--- src/rtl/token_drop_controller.sv ---
`default_nettype none
// ============================================================================
// Module   : token_drop_controller
// Purpose  : Connect-four drop sequencer: accepts column drops, writes the
//            board, then checks for a win or a full-board draw.
// Revision : 1.0 - initial release
// ============================================================================
module token_drop_controller #(
   parameter int COLS = 7,
   parameter int ROWS = 6
) (
   input  logic                     clk,
   input  logic                     rst,
   input  logic                     new_game,
   input  logic                     drop_valid,
   input  logic [2:0]               drop_col,
   output logic                     drop_ready,
   input  logic                     win_in,
   output logic [2*COLS*ROWS-1:0]   board,
   output logic [1:0]               player,
   output logic                     drop_done,
   output logic                     drop_err,
   output logic                     game_over,
   output logic [1:0]               winner
);

   localparam logic [5:0] c_cells = 6'(COLS*ROWS);
   localparam logic [2:0] c_cols  = 3'(COLS);
   localparam logic [2:0] c_rows  = 3'(ROWS);

   typedef enum logic [1:0] {
      S_IDLE  = 2'd0,
      S_WRITE = 2'd1,
      S_CHECK = 2'd2,
      S_OVER  = 2'd3
   } state_t;

   state_t             r_state;
   state_t             w_next_state;
   logic [3*COLS-1:0]  r_heights;
   logic [2:0]         r_col;
   logic [5:0]         r_moves;
   logic [2:0]         w_req_height;
   logic [2:0]         w_cur_height;
   logic [6:0]         w_bit_idx;
   logic               w_accept;
   logic               w_col_ok;

   // Height lookup for the requested column and for the captured column
   always_comb begin
      w_req_height = '0;
      w_cur_height = '0;
      for (int i = 0; i < COLS; i++) begin
         if (drop_col == 3'(i)) w_req_height = r_heights[3*i +: 3];
         if (r_col == 3'(i))    w_cur_height = r_heights[3*i +: 3];
      end
   end

   assign drop_ready = (r_state == S_IDLE);
   assign w_accept   = drop_valid && drop_ready && !new_game;
   assign w_col_ok   = (drop_col < c_cols) && (w_req_height < c_rows);
   assign w_bit_idx  = 7'(32'(r_col) * 12 + 32'(w_cur_height) * 2);

   always_comb begin
      w_next_state = r_state;
      if (new_game) begin
         w_next_state = S_IDLE;
      end else begin
         case (r_state)
            S_IDLE:  if (w_accept && w_col_ok) w_next_state = S_WRITE;
            S_WRITE: w_next_state = S_CHECK;
            S_CHECK: w_next_state = (win_in || r_moves == c_cells) ? S_OVER : S_IDLE;
            S_OVER:  w_next_state = S_OVER;
            default: w_next_state = S_IDLE;
         endcase
      end
   end

   always_ff @(posedge clk or posedge rst) begin
      if (rst) r_state <= S_IDLE;
      else     r_state <= w_next_state;
   end

   always_ff @(posedge clk or posedge rst) begin
      if (rst) begin
         board     <= '0;
         r_heights <= '0;
         r_moves   <= '0;
         r_col     <= '0;
         player    <= 2'b01;
         winner    <= 2'b00;
         game_over <= 1'b0;
         drop_done <= 1'b0;
         drop_err  <= 1'b0;
      end else begin
         drop_done <= 1'b0;
         drop_err  <= 1'b0;
         if (new_game) begin
            board     <= '0;
            r_heights <= '0;
            r_moves   <= '0;
            player    <= 2'b01;
            winner    <= 2'b00;
            game_over <= 1'b0;
         end else begin
            case (r_state)
               S_IDLE: begin
                  if (w_accept && w_col_ok)  r_col    <= drop_col;
                  if (w_accept && !w_col_ok) drop_err <= 1'b1;
               end
               S_WRITE: begin
                  if (w_cur_height < c_rows) begin
                     board[w_bit_idx +: 2] <= player;
                     r_moves               <= r_moves + 6'd1;
                  end
                  for (int i = 0; i < COLS; i++) begin
                     if (r_col == 3'(i) && w_cur_height < c_rows)
                        r_heights[3*i +: 3] <= w_cur_height + 3'd1;
                  end
               end
               S_CHECK: begin
                  drop_done <= 1'b1;
                  if (win_in) begin
                     game_over <= 1'b1;
                     winner    <= player;
                  end else if (r_moves == c_cells) begin
                     game_over <= 1'b1;
                     winner    <= 2'b00;
                  end else begin
                     player    <= (player == 2'b01) ? 2'b10 : 2'b01;
                  end
               end
               default: ;
            endcase
         end
      end
   end

endmodule
`default_nettype wire

--- config.mk ---
export PLATFORM = sky130hd
export DESIGN_NAME = token_drop_controller
export DESIGN_NICKNAME = d
export VERILOG_FILES = /design/src/rtl/token_drop_controller.sv
export SDC_FILE = /design/constraint.sdc
export NUM_CORES = 1
export LEC_CHECK = 0
export BUFFER_PORTS_ARGS = -buffer_cell sky130_fd_sc_hd__buf_2
export CORE_MARGIN = 2
export CORE_UTILIZATION = 45
export DETAILED_ROUTE_END_ITERATION = 10
export PLACE_DENSITY = 0.63
export SYNTH_ARGS = -nofsm -noshare
export SYNTH_HDL_FRONTEND = slang
export SYNTH_SLANG_ARGS = --single-unit
--- constraint.sdc ---
create_clock -name clk -period 6.4 [get_ports clk]
set_input_delay 1.28 -clock clk [delete_from_list [all_inputs] [get_ports clk]]
set_output_delay 1.28 -clock clk [all_outputs]
set_load 0.05 [all_outputs]
Yosys cells after proc, flatten, opt, wreduce, memory -nomap -nowiden
Index checks and enable logic that the tools add are counted.
{"block": "op_classes", "reduce_logical": 40, "addsub": 4, "eq_ne": 20, "mul": 1, "shifts": 2, "mux": 52, "n_lt_le_gt_ge": 3, "n_bitwise": 1}
{"cell": "84-bit 2-to-1 mux", "count": 3}
{"cell": "84-bit bitwise mux", "count": 1}
{"cell": "2-bit by 9-bit variable shift with 84-bit output (first input constant)", "count": 1}
{"cell": "2-bit by 9-bit indexed part select with 84-bit output", "count": 1}
{"cell": "3-bit 2-to-1 mux", "count": 21}
{"cell": "21-bit 2-to-1 mux", "count": 2}
{"cell": "2-bit 2-to-1 mux", "count": 12}
{"cell": "2-bit nonzero test", "count": 10}
{"cell": "3-bit == test (second input constant)", "count": 6}
{"cell": "6-bit 2-to-1 mux", "count": 3}
{"cell": "2-bit AND reduction", "count": 9}
{"cell": "3-bit by 2-bit == test with 1-bit output (second input constant)", "count": 4}
{"cell": "1-bit logical AND", "count": 12}
{"cell": "3-bit less-than comparator (second input constant)", "count": 3}
{"cell": "1-bit 2-to-1 mux", "count": 9}
{"cell": "7-bit negator with 9-bit output", "count": 1}
{"cell": "2-bit one-hot mux with 4 select lines", "count": 1}
{"cell": "7-bit by 4-bit adder with 7-bit output", "count": 1}
{"cell": "6-bit by 1-bit adder with 6-bit output (second input constant)", "count": 1}
{"cell": "3-bit by 1-bit == test with 1-bit output (second input constant)", "count": 2}
{"cell": "6-bit == test (second input constant)", "count": 1}
{"cell": "3-bit zero test", "count": 2}
{"cell": "3-bit AND reduction", "count": 2}
{"cell": "3-bit by 2-bit multiplier with 5-bit output (second input constant)", "count": 1}
{"cell": "other kinds (10)", "count": 14}
{"block": "word_totals", "reg_bits": 123, "inputBits": 8, "output_inout_bits": 92, "elab_cells": 139}

Depth between registers and ports, before layout
{"block": "logic_depth", "word_depth": 15, "depth_mapped": 19, "mapped_depth_nobuf": 16}

Worst setup path after synthesis
Ideal clock, no wire load.
{"block": "synth_path", "path_type": "flip-flop to flip-flop", "from": "reg r_col[1]", "to": "reg board[23]", "period_less_slack_ns": 4.510, "arrival_time_ns": 4.390, "setup_time_ns": 0.120, "path_buffers": 2, "path_stages_with_launch": 18, "path_slack_ns": 1.890, "required_ns": 6.280, "cell_sequence": "dfrtp_1 > inv_1 > ha_1 > clkbuf_1 > nand2_1 > a311oi_1 > mux2i_1 > inv_1 > ha_1 > inv_1 > fa_1 > xnor2_1 > and3_1 > clkbuf_1 > xnor3_1 > o211ai_1 > or4_4 > a31o_1"}
{"block": "synth_via", "elab_chain_len": 15, "elab_cells_between_ends": 26, "cone_classes": "add/sub: 2; mul: 1; order compare: 1; eq/ne: 6; shift: 2; mux: 11; reduce/logical: 3"}
{"item": "start: declaration", "line_no": "41", "text": "logic [2:0] r_col;"}
{"item": "start signal: assignment", "line_no": "108", "text": "if (w_accept && w_col_ok) r_col <= drop_col;"}
{"item": "3-bit zero test", "line_no": "55", "text": "if (r_col == 3'(i)) w_cur_height = r_heights[3*i +: 3];"}
{"item": "3-bit 2-to-1 mux (7 in a row)", "line_no": "55"}
{"item": "7-bit by 4-bit adder with 7-bit output", "line_no": "62", "text": "assign w_bit_idx = 7'(32'(r_col) * 12 + 32'(w_cur_height) * 2);"}
{"item": "7-bit negator with 9-bit output", "line_no": "113", "text": "board[w_bit_idx +: 2] <= player;"}
{"item": "2-bit by 9-bit indexed part select with 84-bit output or 2-bit by 9-bit variable shift with 84-bit output (tied branches)", "line_no": "113"}
{"item": "84-bit bitwise mux", "line_no": "113"}
{"item": "84-bit 2-to-1 mux", "line_no": "112", "text": "if (w_cur_height < c_rows) begin"}
{"item": "84-bit 2-to-1 mux", "line_no": "106", "text": "case (r_state)"}
{"item": "84-bit 2-to-1 mux", "line_no": "98", "text": "if (new_game) begin"}
{"item": "end signal: indexed assignment", "line_no": "113"}
{"item": "end: declaration", "line_no": "19", "text": "output logic [2*COLS*ROWS-1:0] board,"}
Several ways; a longest one is shown, not always the timed one. The select of a mux whose other input is x is not followed.
A chain may end at the register's enable or synchronous reset.

Worst setup path after layout
{"block": "layout_path", "from": "reg r_col[1]", "to": "reg board[82]"}
Same word-level chain as after synthesis.

==> flow_summary.html <==
<table>
<tr><th>Metric</th><th>Value</th></tr>
<tr><th colspan="2">Clock tree</th></tr>
<tr><td>Number of gates resized after cts</td><td>0</td></tr>
<tr><td>Total number of H-tree levels</td><td>4</td></tr>
<tr><td>CTS sink count</td><td>123</td></tr>
<tr><td>Worst-case clock buffer depth</td><td>2</td></tr>
<tr><td>Count of hold buffers inserted by post-cts repair</td><td>0</td></tr>
<tr><td>Cell at the root of the clock tree</td><td>sky130_fd_sc_hd__clkbuf_16</td></tr>
<tr><td>Clock network latency to the later pin of the worst-skew pair</td><td>0.42 ns</td></tr>
<tr><td>Clock tree from TritonCTS</td><td>done</td></tr>
<tr><td>Post-CTS repair timing setup buffer count</td><td>0</td></tr>
<tr><td>Clock buffer count from CTS</td><td>17</td></tr>
<tr><td>Clock-pin slew on the worst setup and hold paths</td><td>0.05 ns</td></tr>
<tr><th colspan="2">Power</th></tr>
<tr><td>Net Sw Frac</td><td>between 30% and 40%</td></tr>
<tr><td>Reg power frac</td><td>30.8%</td></tr>
<tr><td>Static Leakage</td><td>roughly 3.5 nW</td></tr>
<tr><td>Switch Pwr</td><td>1.06 mW</td></tr>
<tr><td>Maximum resistive drop on vdd</td><td>228 µV</td></tr>
<tr><td>Share of total power in the clock network</td><td>between 30% and 40%</td></tr>
<tr><td>Total power</td><td>~2.7 mW</td></tr>
<tr><td>Combinational power share</td><td>37.1%</td></tr>
<tr><td>Power density cells</td><td>roughly 360 nW/µm²</td></tr>
<tr><td>Power Internal</td><td>around 1.6 mW</td></tr>
<tr><th colspan="2">Floorplanning</th></tr>
<tr><td>X dimension of the die</td><td>123 µm</td></tr>
<tr><td>Initial standard-cell utilization of the core</td><td>45.8%</td></tr>
<tr><td>Die Outline Area</td><td>15000 µm²</td></tr>
<tr><td>Die H</td><td>123 µm</td></tr>
<tr><td>Count of standard-cell rows</td><td>43</td></tr>
<tr><td>Count of pins on the block boundary</td><td>100</td></tr>
<tr><td>Core Footprint</td><td>between 10000 and 15000 µm²</td></tr>
<tr><th colspan="2">Placement</th></tr>
<tr><td>Post-Place Setup Slack</td><td>1.39 ns</td></tr>
<tr><td>Placed insts</td><td>861</td></tr>
<tr><td>Post-DP HPWL</td><td>~11000 µm</td></tr>
<tr><td>Final weighted congestion in routability-driven placement</td><td>0.877</td></tr>
<tr><td>I/O Buffers</td><td>99</td></tr>
<tr><th colspan="2">Outcome</th></tr>
<tr><td>Outcome</td><td>finished, final reports clean</td></tr>
<tr><th colspan="2">Routing</th></tr>
<tr><td>Total via count in the routed design</td><td>around 5000</td></tr>
<tr><td>Remaining antenna violation count</td><td>0</td></tr>
<tr><td>DRC violation count after routing</td><td>0</td></tr>
<tr><td>Routed wire per std cell</td><td>18.1 µm</td></tr>
<tr><td>Total wirelength of the detailed-routed design</td><td>around 16000 µm</td></tr>
<tr><td>Vias per cell</td><td>5.65</td></tr>
<tr><td>Violation count after the first detailed-route iteration</td><td>roughly 380</td></tr>
<tr><td>Router iterations before antenna repair</td><td>5</td></tr>
<tr><th colspan="2">Timing</th></tr>
<tr><td>Final number of max-transition violations</td><td>0</td></tr>
<tr><td>Fin Clk Skew</td><td>between 0.008 and 0.009 ns</td></tr>
<tr><td>Final worst slack</td><td>1.27 ns</td></tr>
<tr><td>Final total negative setup slack</td><td>0 ns</td></tr>
<tr><td>Maximum operating frequency</td><td>0.195 GHz</td></tr>
<tr><td>Final cycle utilization of the critical path</td><td>80.2%</td></tr>
<tr><td>Setup Viol. Count Final</td><td>0</td></tr>
<tr><td>Unrepaired setup endpoints after global routing</td><td>false</td></tr>
<tr><td>Actual slew at the worst max-slew pin</td><td>1.10 ns</td></tr>
<tr><td>Final hold violation count</td><td>0</td></tr>
<tr><td>Final min period</td><td>just over 5 ns</td></tr>
<tr><td>Max transition margin</td><td>26.9%</td></tr>
<tr><th colspan="2">Cells and area</th></tr>
<tr><td>Most common cell after layout, fill and taps aside</td><td>sky130_fd_sc_hd__dfrtp_1</td></tr>
<tr><td>Most used cells in the layout excluding fill and tap cells</td><td>sky130_fd_sc_hd__dfrtp_1, sky130_fd_sc_hd__buf_2, sky130_fd_sc_hd__nor2_1</td></tr>
<tr><td>Growth of design area from synthesis to finish</td><td>17.5%</td></tr>
<tr><td>Share of cells above drive strength 1</td><td>between 20% and 30%</td></tr>
<tr><td>Number of standard cells in the final layout excluding fillers</td><td>889</td></tr>
<tr><td>Net count of the finished layout</td><td>roughly 720</td></tr>
<tr><td>Number of antenna cells inserted</td><td>0</td></tr>
<tr><th colspan="2">GRT</th></tr>
<tr><td>Overall global routing resource usage</td><td>22.5%</td></tr>
<tr><td>Global-route wire length before repair</td><td>25900 µm</td></tr>
<tr><td>Maximum number of pins on one net before global-route repair</td><td>109</td></tr>
<tr><td>Vias in the first global route</td><td>4920</td></tr>
<tr><td>Antenna violations before repair</td><td>0</td></tr>
<tr><td>Sum of overflow across all layers after global routing</td><td>0</td></tr>
<tr><th colspan="2">Setup path</th></tr>
<tr><td>Worst path required time</td><td>6.66 ns</td></tr>
<tr><td>Data arrival at the endpoint of the critical path</td><td>approximately 5.4 ns</td></tr>
<tr><td>Type of the worst setup path</td><td>reg2reg</td></tr>
<tr><td>Worst Setup Start Kind</td><td>register</td></tr>
<tr><td>Capturing element type of the critical path</td><td>register</td></tr>
<tr><td>Maximum net fanout on the critical path</td><td>16</td></tr>
<tr><th colspan="2">Synthesis</th></tr>
<tr><td>Yosys warning total</td><td>0</td></tr>
<tr><td>Synthesized area per cell</td><td>slightly above 10 µm²</td></tr>
<tr><td>Flip-flop and latch count after synthesis</td><td>123</td></tr>
<tr><td>Commonest register cell after synthesis</td><td>sky130_fd_sc_hd__dfrtp_1</td></tr>
<tr><td>Ys async rst share</td><td>100%</td></tr>
<tr><td>Synthesized netlist net count</td><td>approximately 640</td></tr>
<tr><td>Sequential-to-total area share from yosys stat</td><td>between 40% and 50%</td></tr>
<tr><td>Number of instances in the synthesized netlist</td><td>615</td></tr>
<tr><td>Mapped Area</td><td>6330 µm²</td></tr>
<tr><td>Count of flip-flops with a built-in enable after synthesis</td><td>0</td></tr>
<tr><td>Count of distinct cell types in the synthesized netlist</td><td>57</td></tr>
<tr><th colspan="2">Job</th></tr>
<tr><td>Number of maximum-capacitance violations</td><td>0</td></tr>
<tr><th colspan="2">Hold path</th></tr>
<tr><td>Class of the worst hold path</td><td>reg2reg</td></tr>
</table>
==> worst max-delay path, cell delays in order (launching register included) <==
cell and delay [ns]:
sky130_fd_sc_hd__dfrtp_1 0.42, sky130_fd_sc_hd__inv_1 0.17, sky130_fd_sc_hd__ha_1 0.48, sky130_fd_sc_hd__nand2_1 0.12, sky130_fd_sc_hd__a311oi_1 0.29, sky130_fd_sc_hd__mux2i_1 0.20, sky130_fd_sc_hd__inv_1 0.15, sky130_fd_sc_hd__ha_1 0.18
sky130_fd_sc_hd__inv_1 0.06, sky130_fd_sc_hd__fa_1 0.44, sky130_fd_sc_hd__xnor2_1 0.49, sky130_fd_sc_hd__and3_1 0.35, sky130_fd_sc_hd__xnor3_1 0.40, sky130_fd_sc_hd__o211ai_1 0.41, sky130_fd_sc_hd__nor3_1 0.50, sky130_fd_sc_hd__mux2i_1 0.27
sky130_fd_sc_hd__nor2_1 0.06
==> cells in the mapped netlist, types with 2 or more instances <==
cell type                   count  area [µm²]
sky130_fd_sc_hd__a2111oi_2      2        30.0
sky130_fd_sc_hd__a211oi_1       2        15.0
sky130_fd_sc_hd__a21oi_1       22         110
sky130_fd_sc_hd__a311oi_1       2        17.5
sky130_fd_sc_hd__a32oi_1        3        26.3
sky130_fd_sc_hd__and2_1         7        43.8
sky130_fd_sc_hd__and2_4         2        17.5
sky130_fd_sc_hd__and3_1         3        18.8
sky130_fd_sc_hd__and4b_1        2        20.0
sky130_fd_sc_hd__buf_2          8        40.0
sky130_fd_sc_hd__buf_6          3        33.8
sky130_fd_sc_hd__clkbuf_1      26        97.6
sky130_fd_sc_hd__clkinv_1       3        11.3
sky130_fd_sc_hd__dfrtp_1      122        3050
sky130_fd_sc_hd__fa_1           2        40.0
sky130_fd_sc_hd__ha_1          12         150
sky130_fd_sc_hd__inv_1         11        41.3
sky130_fd_sc_hd__mux2_2         7        78.8
sky130_fd_sc_hd__mux2i_1       91         911
sky130_fd_sc_hd__nand2_1       41         154
sky130_fd_sc_hd__nand2b_1      22         138
sky130_fd_sc_hd__nand3_1       27         135
sky130_fd_sc_hd__nand3b_1       4        30.0
sky130_fd_sc_hd__nand4_1        2        12.5
sky130_fd_sc_hd__nor2_1        92         345
sky130_fd_sc_hd__nor2b_1        7        43.8
sky130_fd_sc_hd__nor3_1         3        15.0
sky130_fd_sc_hd__nor4_1        23         144
sky130_fd_sc_hd__nor4_2         4        50.1
sky130_fd_sc_hd__o211ai_1       4        30.0
sky130_fd_sc_hd__o21ai_0       15        75.1
sky130_fd_sc_hd__o221a_2        2        22.5
sky130_fd_sc_hd__or3_1          3        18.8
sky130_fd_sc_hd__or4_1          2        15.0
sky130_fd_sc_hd__or4_4          3        33.8
sky130_fd_sc_hd__xnor2_1        7        61.3
sky130_fd_sc_hd__xor2_1         4        35.0
==> cell families after synthesis <==
kind of cell / count (synthesis) / synth area share [%]
AO/OA/AOI/OAI: 63 / 6.80
flip-flops: 123 / 48.6
multiplexers: 98 / 15.6
buffers and inverters: 51 / 3.54
AND/OR/NAND/NOR: 254 / 20.5
XOR/XNOR: 12 / 1.88
adder cells (fa/ha/maj): 14 / 3.00
==> final cells by class <==
type	instances	area, µm²
tap	180	225
inverter	14	55.1
clock inverter	3	40.0
sequential	123	3080
fill	1250	6390
multi-input combinational	441	3030
clock buffer	25	485
timing repair buffer	103	526
==> per-stage QoR <==
step	utilization, %	instance area [µm²]	hold WS, ns
5_1_grt	53.8	7440	0.540
4_1_cts	53.8	7440	0.522
6_report	53.8	7440	0.513
3_3_place_gp	50.0	6910	0.487
2_1_floorplan	-	6330	0.483
3_5_place_dp	50.0	6910	0.509
==> routing by layer <==
layer	global-route usage, %	vias up	part of all wire [%]
met5	0	-	0
li1	-	2318	-
met2	33.6	169	46
met1	31.4	2509	45
met3	6.83	31	7.8
met4	7.76	0	1.8
==> registers in the layout, summed over array words and instances (netlist names) <==
name and cells:
drop_err 1, drop_done 1, r_moves 6, r_state 2, game_over 1, r_heights 21
board 84, r_col 3, player 2, winner 2
==> path summary, 6_finish.rpt <==
path / depth (start not counted) / endpoint / start / slack [ns]
setup / recovery: 16 / board[82] / r_col[1] / 1.27
max in group asynchronous: 3 / board[63] / rst / 4.11
min in group asynchronous: 2 / winner[0] / rst / 0.99
hold reg to reg: 2 / game_over / game_over / 0.51
hold / removal: 2 / game_over / game_over / 0.51
setup reg to reg: 16 / board[82] / r_col[1] / 1.27
==> power groups by stage <==
stage	logic, mW	registers [mW]	clock network (mW)
after floorplan	0.758	0.846	0
after global placement	0.966	0.839	0
after detailed placement	0.983	0.840	0
after CTS	0.987	0.827	0.877
after global routing	1.09	0.831	0.918
final	1.00	0.828	0.865
(Power assumes the default switching activity.)
